### src/rtl/countdown_hms.sv
// Hours/minutes/seconds countdown timer with load, start and pause controls.
// All outputs are registered; load values are range-checked before acceptance.
module countdown_hms #(
  parameter int unsigned HOURS_MAX = 23
) (
  input  logic       clk,
  input  logic       rst_n,
  input  logic       tick,
  input  logic       load,
  input  logic [4:0] ld_hr,
  input  logic [5:0] ld_min,
  input  logic [5:0] ld_sec,
  input  logic       start,
  input  logic       pause,
  output logic [4:0] hr,
  output logic [5:0] min,
  output logic [5:0] sec,
  output logic       running,
  output logic       done,
  output logic       load_err
);

  typedef enum logic [1:0] {StIdle, StRun, StPaused, StExpired} state_e;

  localparam logic [4:0] HrMax  = 5'(HOURS_MAX);
  localparam logic [5:0] MinSec = 6'd59;

  state_e     state_q;
  logic [4:0] hr_q;
  logic [5:0] min_q;
  logic [5:0] sec_q;
  logic       done_q;
  logic       load_err_q;

  logic load_ok;
  logic count_zero;
  logic count_one;

  // Load values are only usable if every field is within its range.
  assign load_ok    = (ld_hr <= HrMax) && (ld_min <= MinSec) && (ld_sec <= MinSec);
  assign count_zero = (hr_q == 5'd0) && (min_q == 6'd0) && (sec_q == 6'd0);
  assign count_one  = (hr_q == 5'd0) && (min_q == 6'd0) && (sec_q == 6'd1);

  // Control FSM and count registers; done/load_err default low so they pulse one cycle.
  always_ff @(posedge clk or negedge rst_n) begin
    if (!rst_n) begin
      state_q    <= StIdle;
      hr_q       <= 5'd0;
      min_q      <= 6'd0;
      sec_q      <= 6'd0;
      done_q     <= 1'b0;
      load_err_q <= 1'b0;
    end else begin
      done_q     <= 1'b0;
      load_err_q <= 1'b0;
      unique case (state_q)
        StRun: begin
          // Load is ignored here; pause beats both start and tick.
          if (pause) begin
            state_q <= StPaused;
          end else if (tick) begin
            if (count_one) begin
              sec_q   <= 6'd0;
              state_q <= StExpired;
              done_q  <= 1'b1;
            end else if (sec_q != 6'd0) begin
              sec_q <= sec_q - 6'd1;
            end else begin
              sec_q <= MinSec;
              if (min_q != 6'd0) begin
                min_q <= min_q - 6'd1;
              end else begin
                min_q <= MinSec;
                hr_q  <= hr_q - 5'd1;
              end
            end
          end
        end
        StIdle, StPaused, StExpired: begin
          // Load wins over start; a rejected load leaves state and count alone.
          if (load) begin
            if (load_ok) begin
              hr_q    <= ld_hr;
              min_q   <= ld_min;
              sec_q   <= ld_sec;
              state_q <= StIdle;
            end else begin
              load_err_q <= 1'b1;
            end
          end else if (start && !pause && !count_zero && (state_q != StExpired)) begin
            state_q <= StRun;
          end
        end
        default: state_q <= StIdle;
      endcase
    end
  end

  assign hr       = hr_q;
  assign min      = min_q;
  assign sec      = sec_q;
  assign running  = (state_q == StRun);
  assign done     = done_q;
  assign load_err = load_err_q;

endmodule

### config.mk
export PLATFORM = sky130hd
export DESIGN_NAME = countdown_hms
export DESIGN_NICKNAME = d
export VERILOG_FILES = /design/src/rtl/countdown_hms.sv
export SDC_FILE = /design/constraint.sdc
export NUM_CORES = 1
export LEC_CHECK = 0
export CAP_MARGIN = 10
export CORE_UTILIZATION = 43
export DETAILED_ROUTE_END_ITERATION = 6
export PLACE_DENSITY = 0.76
export SYNTH_ARGS = -nofsm -noshare
export SYNTH_HDL_FRONTEND = slang
export SYNTH_SLANG_ARGS = --single-unit
### constraint.sdc
create_clock -name clk -period 2.1 [get_ports clk]
set_input_delay 0.42 -clock clk [delete_from_list [all_inputs] [get_ports clk]]
set_output_delay 0.42 -clock clk [all_outputs]
set_load 0.005 [all_outputs]
# == After elaboration in Yosys (flattened, before gate mapping) ==
# Cells that the tools add are included.
# word_totals
reg_bits,21
latchBits,0
ramBits,0
rom_bits,0
in_bits,23
output_inout_bits,20
elab_cells,86
n_memories,0
# classes
n_addsub,3
multipliers,0
div,0
order_cmp,3
eq_ne,16
shift,0
n_mux,37
bitwise,0
reduce_logical,21
# op_table
operator,n
2-to-1 mux 6 bit,13
2-to-1 mux 5 bit,7
case mux 6 bit (2 select lines),2
inequality test 2 bit (second input constant),8
less-or-equal comparator 6 bit (second input constant),2
zero test 6 bit,2
2-to-1 mux 2 bit,6
nonzero test 6 bit,2
subtractor 6 x 1 -> 6 bit (second input constant),2
case mux 5 bit (2 select lines),1
inequality test 3 bit (second input constant),3
logical AND 1 bit,8
AND reduction 4 bit,2
2-to-1 mux 1 bit,7
AND reduction 7 bit,1
equality test 6 x 1 -> 1 bit (second input constant),1
AND reduction 6 bit,1
less-or-equal comparator 5 bit (second input constant),1
zero test 5 bit,1
subtractor 5 x 1 -> 5 bit (second input constant),1
equality test 2 bit (second input constant),2
case mux 2 bit (2 select lines),1
inequality test 3 x 2 -> 1 bit (second input constant),1
OR reduction 3 bit,1
other kinds (3),4

# == Logic depth before layout (Yosys ltp) ==
# Gate-level depths: netlist (run 1).
# logic_depth
word_depth,9
mapped_depth,8
depth_no_buf,7

# == Worst setup path before layout (run 1) ==
# Ideal clock, no wire load.
# synth_path
kind,register to register
start,register sec_q[0] (netlist: sec[0])
end,register min_q[2] (netlist: min[2])
setup_ns,0.126
arrival_time_ns,2.044
t_required_ns,1.974
slack_ns,-0.070
stages_incl_launch_ff,7
path_buffers,0
cell_sequence,dfrtp_1 > inv_1 > ha_1 > or3b_1 > or4_1 > a21o_4 > o32a_1
# synth_via
elab_chain_len,4
# synth_rtl
item,line_no,text
"start, declared",31,logic [5:0] sec_q;
"start signal, assigned",67,sec_q <= sec_q - 6'd1;
"start signal, assigned",69,sec_q <= MinSec;
"start signal, assigned",85,sec_q <= ld_sec;
equality test 6 x 1 -> 1 bit,42,assign count_one = (hr_q == 5'd0) && (min_q == 6'd0) && (sec_q == 6'd1);
logical AND 1 bit,42,
inequality test 2 bit (no line),--,
AND reduction 6 bit (no line) *,--,
"end signal, assigned",71,min_q <= min_q - 6'd1;
"end signal, assigned",73,min_q <= MinSec;
"end signal, assigned",84,min_q <= ld_min;
"end, declared",30,logic [5:0] min_q;
# Every way passes the cells marked *; elsewhere a longest branch is shown, timed or not.
# A chain may end at the register's enable or synchronous reset.

# == Worst setup path in the final report (run 1) ==
# layout_path
start,register sec_q[0] (netlist: sec[0])
end,register hr_q[4] (netlist: hr[4])
# layout_via
elab_chain_len,4
# layout_rtl
item,line_no,text
equality test 6 x 1 -> 1 bit,42,
logical AND 1 bit,42,
inequality test 2 bit (no line),--,
AND reduction 7 bit (no line) *,--,
"end signal, assigned",74,hr_q <= hr_q - 5'd1;
"end signal, assigned",83,hr_q <= ld_hr;
"end, declared",29,logic [4:0] hr_q;
# Marks and branches as above.

==> results.py, run 1 <==
metrics = {
    "status": {
        "outcome": "finished, violations left",
        "failed_checks": "setup timing",
    },
    "setup_path": {
        "r2r_start": "sec[0]$_DFFE_PN0P_",
        "crit_chain": "inv_2 -> ha_4 -> or3b_4 -> or4_4 -> a21o_4 -> buf_4 -> a21oi_2 -> o22a_1",
        "cp.required_ns": 2.36,
        "path_max_fanout": 5,
        "reg2reg_depth": 8,
        "cpPeakStageDelay_ns": 0.45,
        "r2r_slack_ns": -0.05,
        "critPathCaptureType": "flop",
        "cp.arrival_ns": 2.41,
        "critPathLaunchType": "flop",
        "cp-startpoint": "sec[0]$_DFFE_PN0P_",
        "cp_slowest_cell": "or4_4",
        "regToRegEndpoint": "hr[4]$_DFFE_PN0P_",
        "worstSetupPathType": "flop to flop",
    },
    "place": {
        "dpl_cell_area_um2": 2140,
        "place_inst": 282,
        "place.port_buffers": 42,
        "hpwl_mm": 3.11,
        "gp_congestion": 0.863,
    },
    "synthesis": {
        "synth_cells": 173,
        "yosysTopAreaCell": "dfrtp_1",
        "mappedNetlistNets": 203,
        "synth_seq_cells": 21,
        "ys.flop_type": "dfrtp_1",
        "synth_top_area_share": 0.353,
        "synth_warnings": 0,
        "synthesis.area_um2": 1490,
        "synthTopCellsByArea": "dfrtp_1 35%, ha_1 5.9%, nor2_1 5.0%, a21oi_1 4.7%, o22a_1 4.7%",
        "synth-edff-count": 0,
        "syn_area_per_cell_um2": 8.61,
        "async_reset_ff_frac": 1.00,
        "yosysSeqAreaShare": 0.353,
        "yosysUniqueCellTypes": 51,
    },
    "layout": {
        "ff_latch_area_um2": 526,
        "finalNonFillerCells": 297,
        "area_growth_pct": 55.0,
        "drive_gt1_frac": 0.231,
        "multiInputGateArea_um2": 951,
        "fillers": 262,
        "final_nets": 282,
        "final_cell_mix": "42 x clkdlybuf4s50_1, 36 x buf_4, 21 x dfrtp_1",
        "n_antenna_cell": 0,
        "mostFrequentLayoutCell": "clkdlybuf4s50_1",
        "design_area_um2": 2310,
    },
    "timing": {
        "drv_slew": 0,
        "tightest_slew_ns": 0.480,
        "setup_viol": 9,
        "maxSlewHeadroom": 0.680,
        "fin_skew_ns": 0.00803,
        "fin_crit_ns": 2.15,
        "timing.final.ws_setup_ns": -0.0539,
        "period_share": 1.03,
        "fmax_mhz": 464,
        "grt_setup_unrepaired": "true",
        "hold_viol": 0,
    },
    "detailed_routing": {
        "ant_nets": 0,
        "firstDrtPassIters": 5,
        "drt_iter0_drc": 103,
        "num_vias": 1719,
        "vias_per_cell": 5.79,
        "routed_wl_mm": 4.51,
        "wire_per_inst_um": 15.2,
        "drc": 0,
    },
    "clock_network": {
        "path_clk_slew_ns": 0.13,
        "cts-root-buf": "clkbuf_4",
        "clock-sinks": 21,
        "cts_buffers": 3,
        "cts_tree": "yes",
        "insertion_delay_ns": 0.32,
        "hold_buffers": 0,
        "htree_num_levels": 1,
        "cts_buffer_depth": 2,
    },
    "power": {
        "pwr_density_cell_nw_per_um2": 1080,
        "leakagePower_nw": 0.972,
        "vdd_drop_max_uv": 520,
    },
    "die": {
        "die_height_um": 60.8,
        "start_util": 0.446,
        "rows": 21,
        "io_pins": 43,
        "dieArea_um2": 3700,
        "coreArea_um2": 3340,
        "dieWidth_um": 60.8,
    },
    "grt": {
        "grt_overflow": 0,
        "grt_max_degree": 23,
        "antenna_found_initial": 0,
        "grt_pass1_wl_mm": 7.05,
        "track_usage": 0.258,
        "grt_pass1_vias": 1553,
    },
    "flow_run": {
        "maxCapViolations": 0,
    },
    "hold_path": {
        "hold_class": "input port to async pin",
    },
}
## how the worst max path moves through the flow
stage                     slack, ns                 end  depth (start not counted)
final                         -0.05   hr[4]$_DFFE_PN0P_                          8
after global routing          -0.11   hr[4]$_DFFE_PN0P_                          8
after CTS                     -0.04   hr[4]$_DFFE_PN0P_                          8
after detailed placement      -0.20  min[0]$_DFFE_PN0P_                          7
after global placement        -0.17  min[2]$_DFFE_PN0P_                          5
after floorplan               -0.03  min[2]$_DFFE_PN0P_                          6
## metal layers
| layer | vias to the layer above | global-route usage | wire [um] |
|---|---|---|---|
| met5 | - | 0 | 0 |
| met4 | 0 | 0.0779 | 31 |
| met3 | 6 | 0.0341 | 286 |
| met2 | 92 | 0.452 | 2250 |
| met1 | 813 | 0.330 | 1940 |
| li1 | 808 | - | - |
## metrics by stage
| step | hold WS, ns | total power, mW | setup TNS (ns) | utilization | setup WS, ns |
|---|---|---|---|---|---|
| floorplan | 0.124 | 1.35 | -0.0530 | - | -0.0314 |
| global placement | 0.527 | 2.04 | -1.28 | 0.640 | -0.168 |
| detailed placement | 0.545 | 2.06 | -1.47 | 0.640 | -0.198 |
| CTS | 0.458 | 2.38 | -0.106 | 0.674 | -0.0391 |
| global route | 0.454 | 2.67 | -0.942 | 0.691 | -0.109 |
| finish | 0.444 | 2.49 | -0.230 | 0.691 | -0.0539 |
## worst max-delay path, delay by kind of cell, from the launching register on
family          cells  cell delay [ns]
flops               1             0.41
compound gates      3             0.49
buf+inv             2             0.23
fa+ha+maj           1             0.13
simple gates        2             0.84
## synth_stat cells, types with 2 or more instances
master	count
or4_1	2
dfrtp_1	21
and4_1	2
o22a_1	8
o21ai_1	2
a22o_1	2
ha_1	7
o21ai_0	11
a21o_1	2
inv_1	9
nand3_1	5
clkbuf_1	2
nor3_1	8
nor2_1	20
a31oi_1	7
a21oi_1	14
nand4_1	3
nand2_1	11
nand2b_1	3
buf_2	3
## cell families (layout without fill, tap and decap cells)
| family | Yosys count | after routing | share of synthesized area |
|---|---|---|---|
| simple gates | 67 | 67 | 0.241 |
| compound gates | 59 | 60 | 0.278 |
| flops | 21 | 21 | 0.353 |
| buf+inv | 16 | 93 | 0.0504 |
| fa+ha+maj | 7 | 7 | 0.0588 |
| xor+xnor | 2 | 2 | 0.0118 |
| mux | 1 | 1 | 0.00672 |
## layout make-up
cell class	count	share of cell area
multi-input combinational	137	0.412
timing repair buffer	80	0.309
sequential	21	0.228
tap	46	0.0249
inverter	9	0.0146
clock buffer	4	0.0114
## what timing repair did
| action | 4_1_cts | 5_1_grt |
|---|---|---|
| setup buffers | 6 | 4 |
| cloned | 1 | 0 |
| gates resized for setup | 8 | 7 |
| pin swaps | 3 | 0 |
| setup endpoints to repair | 11 | 17 |
## sequential cells by signal (all words and copies together) (netlist names)
| name | count |
|---|---|
| load_err | 1 |
| hr | 5 |
| sec | 6 |
| done | 1 |
| min | 6 |
| state_q | 2 |
## report_power, final
part	switching [mW]	total, mW	leakage, nW	internal, mW
Clock	0.137	0.211	0.0150	0.0743
Sequential	0.173	0.736	0.246	0.562
Combinational	0.669	1.54	0.711	0.874
Total	0.979	2.49	0.972	1.51
Note: power is estimated with default switching activity, not from simulation.
==> run 2, diff against run 1 <==
--- a/config.mk
+++ b/config.mk
@@ -6,6 +6,7 @@
 export NUM_CORES = 1
 export LEC_CHECK = 0
 export CAP_MARGIN = 10
+export CORE_MARGIN = 3
 export CORE_UTILIZATION = 43
 export DETAILED_ROUTE_END_ITERATION = 6
 export PLACE_DENSITY = 0.76
==> constraint.sdc (replaced) <==
create_clock -name clk -period 2.1 [get_ports clk]
set_input_delay 0.42 -clock clk [delete_from_list [all_inputs] [get_ports clk]]
set_output_delay 0.42 -clock clk [all_outputs]
set_load 0.1 [all_outputs]
==> run 2 against run 1 <==
Net effect:
- the flow still finishes with violations (setup timing)
- via count shrank 6.1%
- flip-flop and latch count is the same
- sequential power grew 6.5%
- routed wire length shrank 2.4%
- critical path depth shrank 2
- first-iteration DRC count grew 2.9%
- core utilization grew 1.0 points
- clock-buffer cell count is the same
- final cell count shrank 3.7%
- largest cell class unchanged
==> results.py, run 2 (synthesized netlist as in run 1, its figures left out) <==
metrics = {
    "status": {
        "outcome": "finished, violations left",
        "failed_checks": "setup timing",
    },
    "die": {
        "dieWidth_um": 64.8,
        "rows": 20,
        "die_height_um": 64.8,
        "io_pins": 43,
        "coreArea_um2": 3180,
        "dieArea_um2": 4200,
        "start_util": 0.469,
    },
    "timing": {
        "period_share": 1.07,
        "fin_skew_ns": 0.00317,
        "grt_setup_unrepaired": "true",
        "setup_viol": 10,
        "timing.hold.ws_ns": 0.433,
        "maxSlewHeadroom": 0.694,
        "hold_viol": 0,
        "timing.final.ws_setup_ns": -0.151,
        "fin_crit_ns": 2.25,
        "drv_slew": 0,
        "tightest_slew_ns": 0.455,
        "fmax_mhz": 444,
    },
    "grt": {
        "grt_pass1_vias": 1585,
        "grt_max_degree": 22,
        "antenna_found_initial": 0,
        "grt_overflow": 0,
        "grt_pass1_wl_mm": 7.44,
        "track_usage": 0.220,
    },
    "clock_network": {
        "cts_buffers": 3,
        "cts_buffer_depth": 2,
        "path_clk_slew_ns": 0.12,
        "clock-sinks": 21,
        "cts_tree": "yes",
        "hold_buffers": 0,
        "insertion_delay_ns": 0.31,
        "htree_num_levels": 1,
        "cts-root-buf": "clkbuf_4",
    },
    "setup_path": {
        "critPathCaptureType": "flop",
        "reg2reg_depth": 6,
        "r2r_slack_ns": -0.15,
        "crit_family": "simple AND/OR/NAND/NOR gates",
        "cp.arrival_ns": 2.46,
        "cp_slowest_cell": "dfrtp_4",
        "r2r_start": "sec[1]$_DFFE_PN0P_",
        "cp.required_ns": 2.31,
        "regToRegEndpoint": "min[2]$_DFFE_PN0P_",
        "crit_chain": "inv_2 -> ha_4 -> or3b_4 -> or4_4 -> a21o_4 -> o32a_1",
        "path_max_fanout": 7,
        "cpPeakStageDelay_ns": 0.50,
        "worstSetupPathType": "flop to flop",
        "path_buf_inv": 1,
        "critPathLaunchType": "flop",
    },
    "layout": {
        "mostFrequentLayoutCell": "buf_4",
        "drive_gt1_frac": 0.335,
        "final_nets": 273,
        "ff_latch_area_um2": 544,
        "area_growth_pct": 49.7,
        "fillers": 277,
        "fin_util": 0.702,
        "multiInputGateArea_um2": 951,
        "n_antenna_cell": 0,
        "final_cell_mix": "46 x buf_4, 22 x clkdlybuf4s50_1, 20 x nor2_1",
    },
    "detailed_routing": {
        "drc": 0,
        "routed_wl_mm": 4.40,
        "num_vias": 1614,
        "ant_nets": 0,
        "drt_iter0_drc": 106,
        "firstDrtPassIters": 4,
        "wire_per_inst_um": 15.4,
        "vias_per_cell": 5.64,
    },
    "power": {
        "design_power_total_mw": 3.48,
        "pwr_density_cell_nw_per_um2": 1560,
        "leakagePower_nw": 0.943,
        "vdd_drop_max_uv": 833,
    },
    "place": {
        "place.port_buffers": 42,
        "gp_congestion": 0.843,
        "hpwl_mm": 3.38,
    },
    "flow_run": {
        "maxCapViolations": 0,
    },
    "hold_path": {
        "hold_class": "input port to async pin",
    },
}
run 2: cell types whose count changed in the layout (fill, tap and decap cells not counted), sizes merged:
cell and change:
buf +11, clkdlybuf4s50 -20
run 2: area by class of cell:
type | count | share of cell area
inverter | 9 | 0.0163
clock buffer | 4 | 0.0118
sequential | 21 | 0.244
timing repair buffer | 71 | 0.277
multi-input combinational | 137 | 0.426
tap | 44 | 0.0247
run 2: per-stage QoR:
| stage | worst slack [ns] | TNS, ns | std cells | instance area [um^2] |
|---|---|---|---|---|
| finish | -0.151 | -1.05 | 286 | 2230 |
| global route | -0.193 | -1.72 | 286 | 2230 |
| CTS | -0.149 | -1.14 | 286 | 2200 |
| detailed placement | -0.218 | -1.93 | 280 | 2130 |
| global placement | -0.212 | -1.73 | 280 | 2130 |
| floorplan | -0.256 | -2.28 | 173 | 1520 |
run 2: how the worst max path moves through the flow:
stage,to,slack [ns],from,depth (start not counted)
floorplan,min[2]$_DFFE_PN0P_,-0.26,sec[0]$_DFFE_PN0P_,6
global placement,min[2]$_DFFE_PN0P_,-0.21,pause,5
detailed placement,min[2]$_DFFE_PN0P_,-0.22,pause,5
CTS,min[2]$_DFFE_PN0P_,-0.15,sec[0]$_DFFE_PN0P_,6
global route,min[2]$_DFFE_PN0P_,-0.19,sec[0]$_DFFE_PN0P_,6
finish,min[2]$_DFFE_PN0P_,-0.15,sec[1]$_DFFE_PN0P_,6
run 2: power breakdown:
group / switching (mW) / total (mW) / internal [mW] / leakage [nW]
registers: 0.194 / 0.784 / 0.590 / 0.236
logic: 1.74 / 2.49 / 0.748 / 0.692
clock network: 0.133 / 0.208 / 0.0743 / 0.0150
run 2: metal layers:
layer	track usage	up-vias	wire length [um]
met5	0	-	0
met4	0.0528	0	28
met3	0.0364	4	231
met2	0.369	40	2190
met1	0.294	784	1950
li1	-	786	-
run 2: repair_timing:
action | CTS | global route
gates resized for setup | 6 | 8
buffers inserted | 1 | 0
endpoints found under the setup margin | 11 | 16
cloned | 1 | 0
pin swaps | 1 | 3
==> edit (settings of run 2) <==
Put one more register stage on the output `min`, cleared by the reset. The value now appears one clock later. The other outputs are not delayed to match.
--- a/src/rtl/countdown_hms.sv
+++ b/src/rtl/countdown_hms.sv
@@ -97,7 +97,13 @@
   end
 
   assign hr       = hr_q;
-  assign min      = min_q;
+  always_ff @(posedge clk or negedge rst_n) begin
+    if (!rst_n) begin
+      min <= '0;
+    end else begin
+      min <= min_q;
+    end
+  end
   assign sec      = sec_q;
   assign running  = (state_q == StRun);
   assign done     = done_q;
Check against the original RTL: not equivalent (a bounded check fails within 4 cycles, from zero or initial values and one cycle with rst_n low).
==> edit against run 2 <==
Critical path depth rose by 2; critical endpoint is now min_q[2]$_DFFE_PN0P_; hold slack better by 0.00067 ns; power increased by 3.2%; sequential share of layout area grew 6.4 points; combinational power down 8.0%; setup slack better by 0.20 ns; global-route usage decreased by 2.4 points; sequential cell count rose by 6; wire length shrank 4.5%; maximum frequency is 9.6% higher; design area is 0.51% higher; area after synthesis grew 9.7%.
==> edit: results (changes against run 2) <==
Critical Path AT - 2.23 ns (was 2.46 ns)
WL per Instance - 15.1 um (was 15.4 um)
pin count of the biggest net entering global routing - 28 (was 22)
Leak - 0.973 nW (was 0.943 nW)
commonest cells in the netlist - 27 x dfrtp_1, 19 x nand2_1, 15 x a21oi_1 (was 21 x dfrtp_1, 20 x nor2_1, 14 x a21oi_1)
RD Place Congestion - 0.835 (was 0.843)
YS warnings - 0 (unchanged)
clock skew - 0.00429 ns (was 0.00317 ns)
ratio of cells with drive above 1 in the final layout - 28.9% (was 33.5%)
via count - 1550 (was 1614)
number of port buffers - 42 (unchanged)
vias per cell - 5.58 (was 5.64)
adder-cell share of the synthesized area - 5.36% (was 5.88%)
clock-pin slew of the registers on the worst-case setup and hold paths - 0.10 ns (was 0.12 ns)
All-Layer GR Usage - 19.6% (was 22.0%)
initial DRC count - 111 (was 106)
HPWL after DPL - 3190 um (was 3380 um)
Synth Area in Compound Gates - 24.0% (was 27.8%)
dpl cells - 267 (was 280)
nets - 263 (was 273)
worst vdd ir - 0.905 mV (was 0.833 mV)
vias in the first global route - 1492 (was 1585)
pre-CTS setup slack - -0.0230 ns (was -0.218 ns)
crit-path leading delay family - simple AND/OR/NAND/NOR gates (unchanged)
multiplexer area fraction after synthesis - 1.84% (was 0.672%)
syn_area_per_cell - 9.38 um^2 (was 8.61 um^2)
Synth area leaders - dfrtp_1 41%, ha_1 5.4%, a21oi_1 4.6% (was dfrtp_1 35%, ha_1 5.9%, nor2_1 5.0%)
FILL cells - 293 (was 277)
Max clock buf depth - 2 (unchanged)
synthesized-area fraction occupied by xor and xnor cells - 0% (was 1.18%)
worst hold path class - register to register (was input pin to async pin)
sequential area share after synthesis - 41.4% (was 35.3%)
Placed Area - 2130 um^2 (about the same)
clk root buf - clkbuf_8 (was clkbuf_4)
max_slew headroom - 73.3% (was 69.4%)
initial antenna violation count - 0 (unchanged)
run status - finished clean (was finished with violations)
Yosys cell types - 50 (was 51)
Mapped Nets - 204 (was 203)
Clock Latency Late Sink - 0.28 ns (was 0.31 ns)
Top FF cell, synth - dfrtp_1 (unchanged)
PD cells - 1600 nW/um^2 (was 1560 nW/um^2)
critical-path maximum fanout - 9 (was 7)
Async SR Flop Fraction - 100% (unchanged)
global-route wire length before repair - 6800 um (was 7440 um)
## edit: cell count changes in the layout (fill, tap and decap cells not counted), moves of 3 or more
cell             run 2  this run
buf_4               46        38
clkbuf_4             3         0
clkbuf_8             0         3
dfrtp_1             10        19
dfrtp_2              9         6
nand2_1             11        19
nand3_1              5         8
nor2_1              20        11
nor3_1               7         3
o22a_1               8         1
o22ai_1              0         5
## edit: cell type report
class	count	area share, %
clock buffer	3	1.84
inverter	11	1.84
timing repair buffer	61	23.5
tap	46	2.57
sequential	27	30.8
multi-input combinational	129	39.1
clock inverter	1	0.391
## edit: path summary, 6_finish.rpt
check | cells after the start | end | from | slack, ns
setup / recovery | 8 | min_q[2]$_DFFE_PN0P_ | hr[0]$_DFFE_PN0P_ | 0.05
hold / removal | 0 | min[1]$_DFF_PN0_ | min_q[1]$_DFFE_PN0P_ | 0.43
hold reg to reg | 0 | min[1]$_DFF_PN0_ | min_q[1]$_DFFE_PN0P_ | 0.43
max in group asynchronous | 2 | hr[0]$_DFFE_PN0P_ | rst_n | 1.31
setup reg to reg | 8 | min_q[2]$_DFFE_PN0P_ | hr[0]$_DFFE_PN0P_ | 0.05
min in group asynchronous | 2 | min[2]$_DFF_PN0_ | rst_n | 0.50
## edit: repair_timing
action                                  in CTS  in global routing
resized for setup                            0                  3
buffers inserted                             0                  7
endpoints found under the setup margin       0                 11
## edit: metal layers
metal,share of wire [%],routed length [um],up-vias,track usage (%)
met5,0,0,-,0
li1,-,-,751,-
met2,52,2180,49,33.8
met3,5.2,217,6,2.50
met4,1.5,61,0,9.11
met1,41,1740,744,24.1
## edit: report_power, final
part	switching [mW]	internal, mW
Combinational	1.67	0.613
Clock	0.179	0.140
Sequential	0.234	0.756
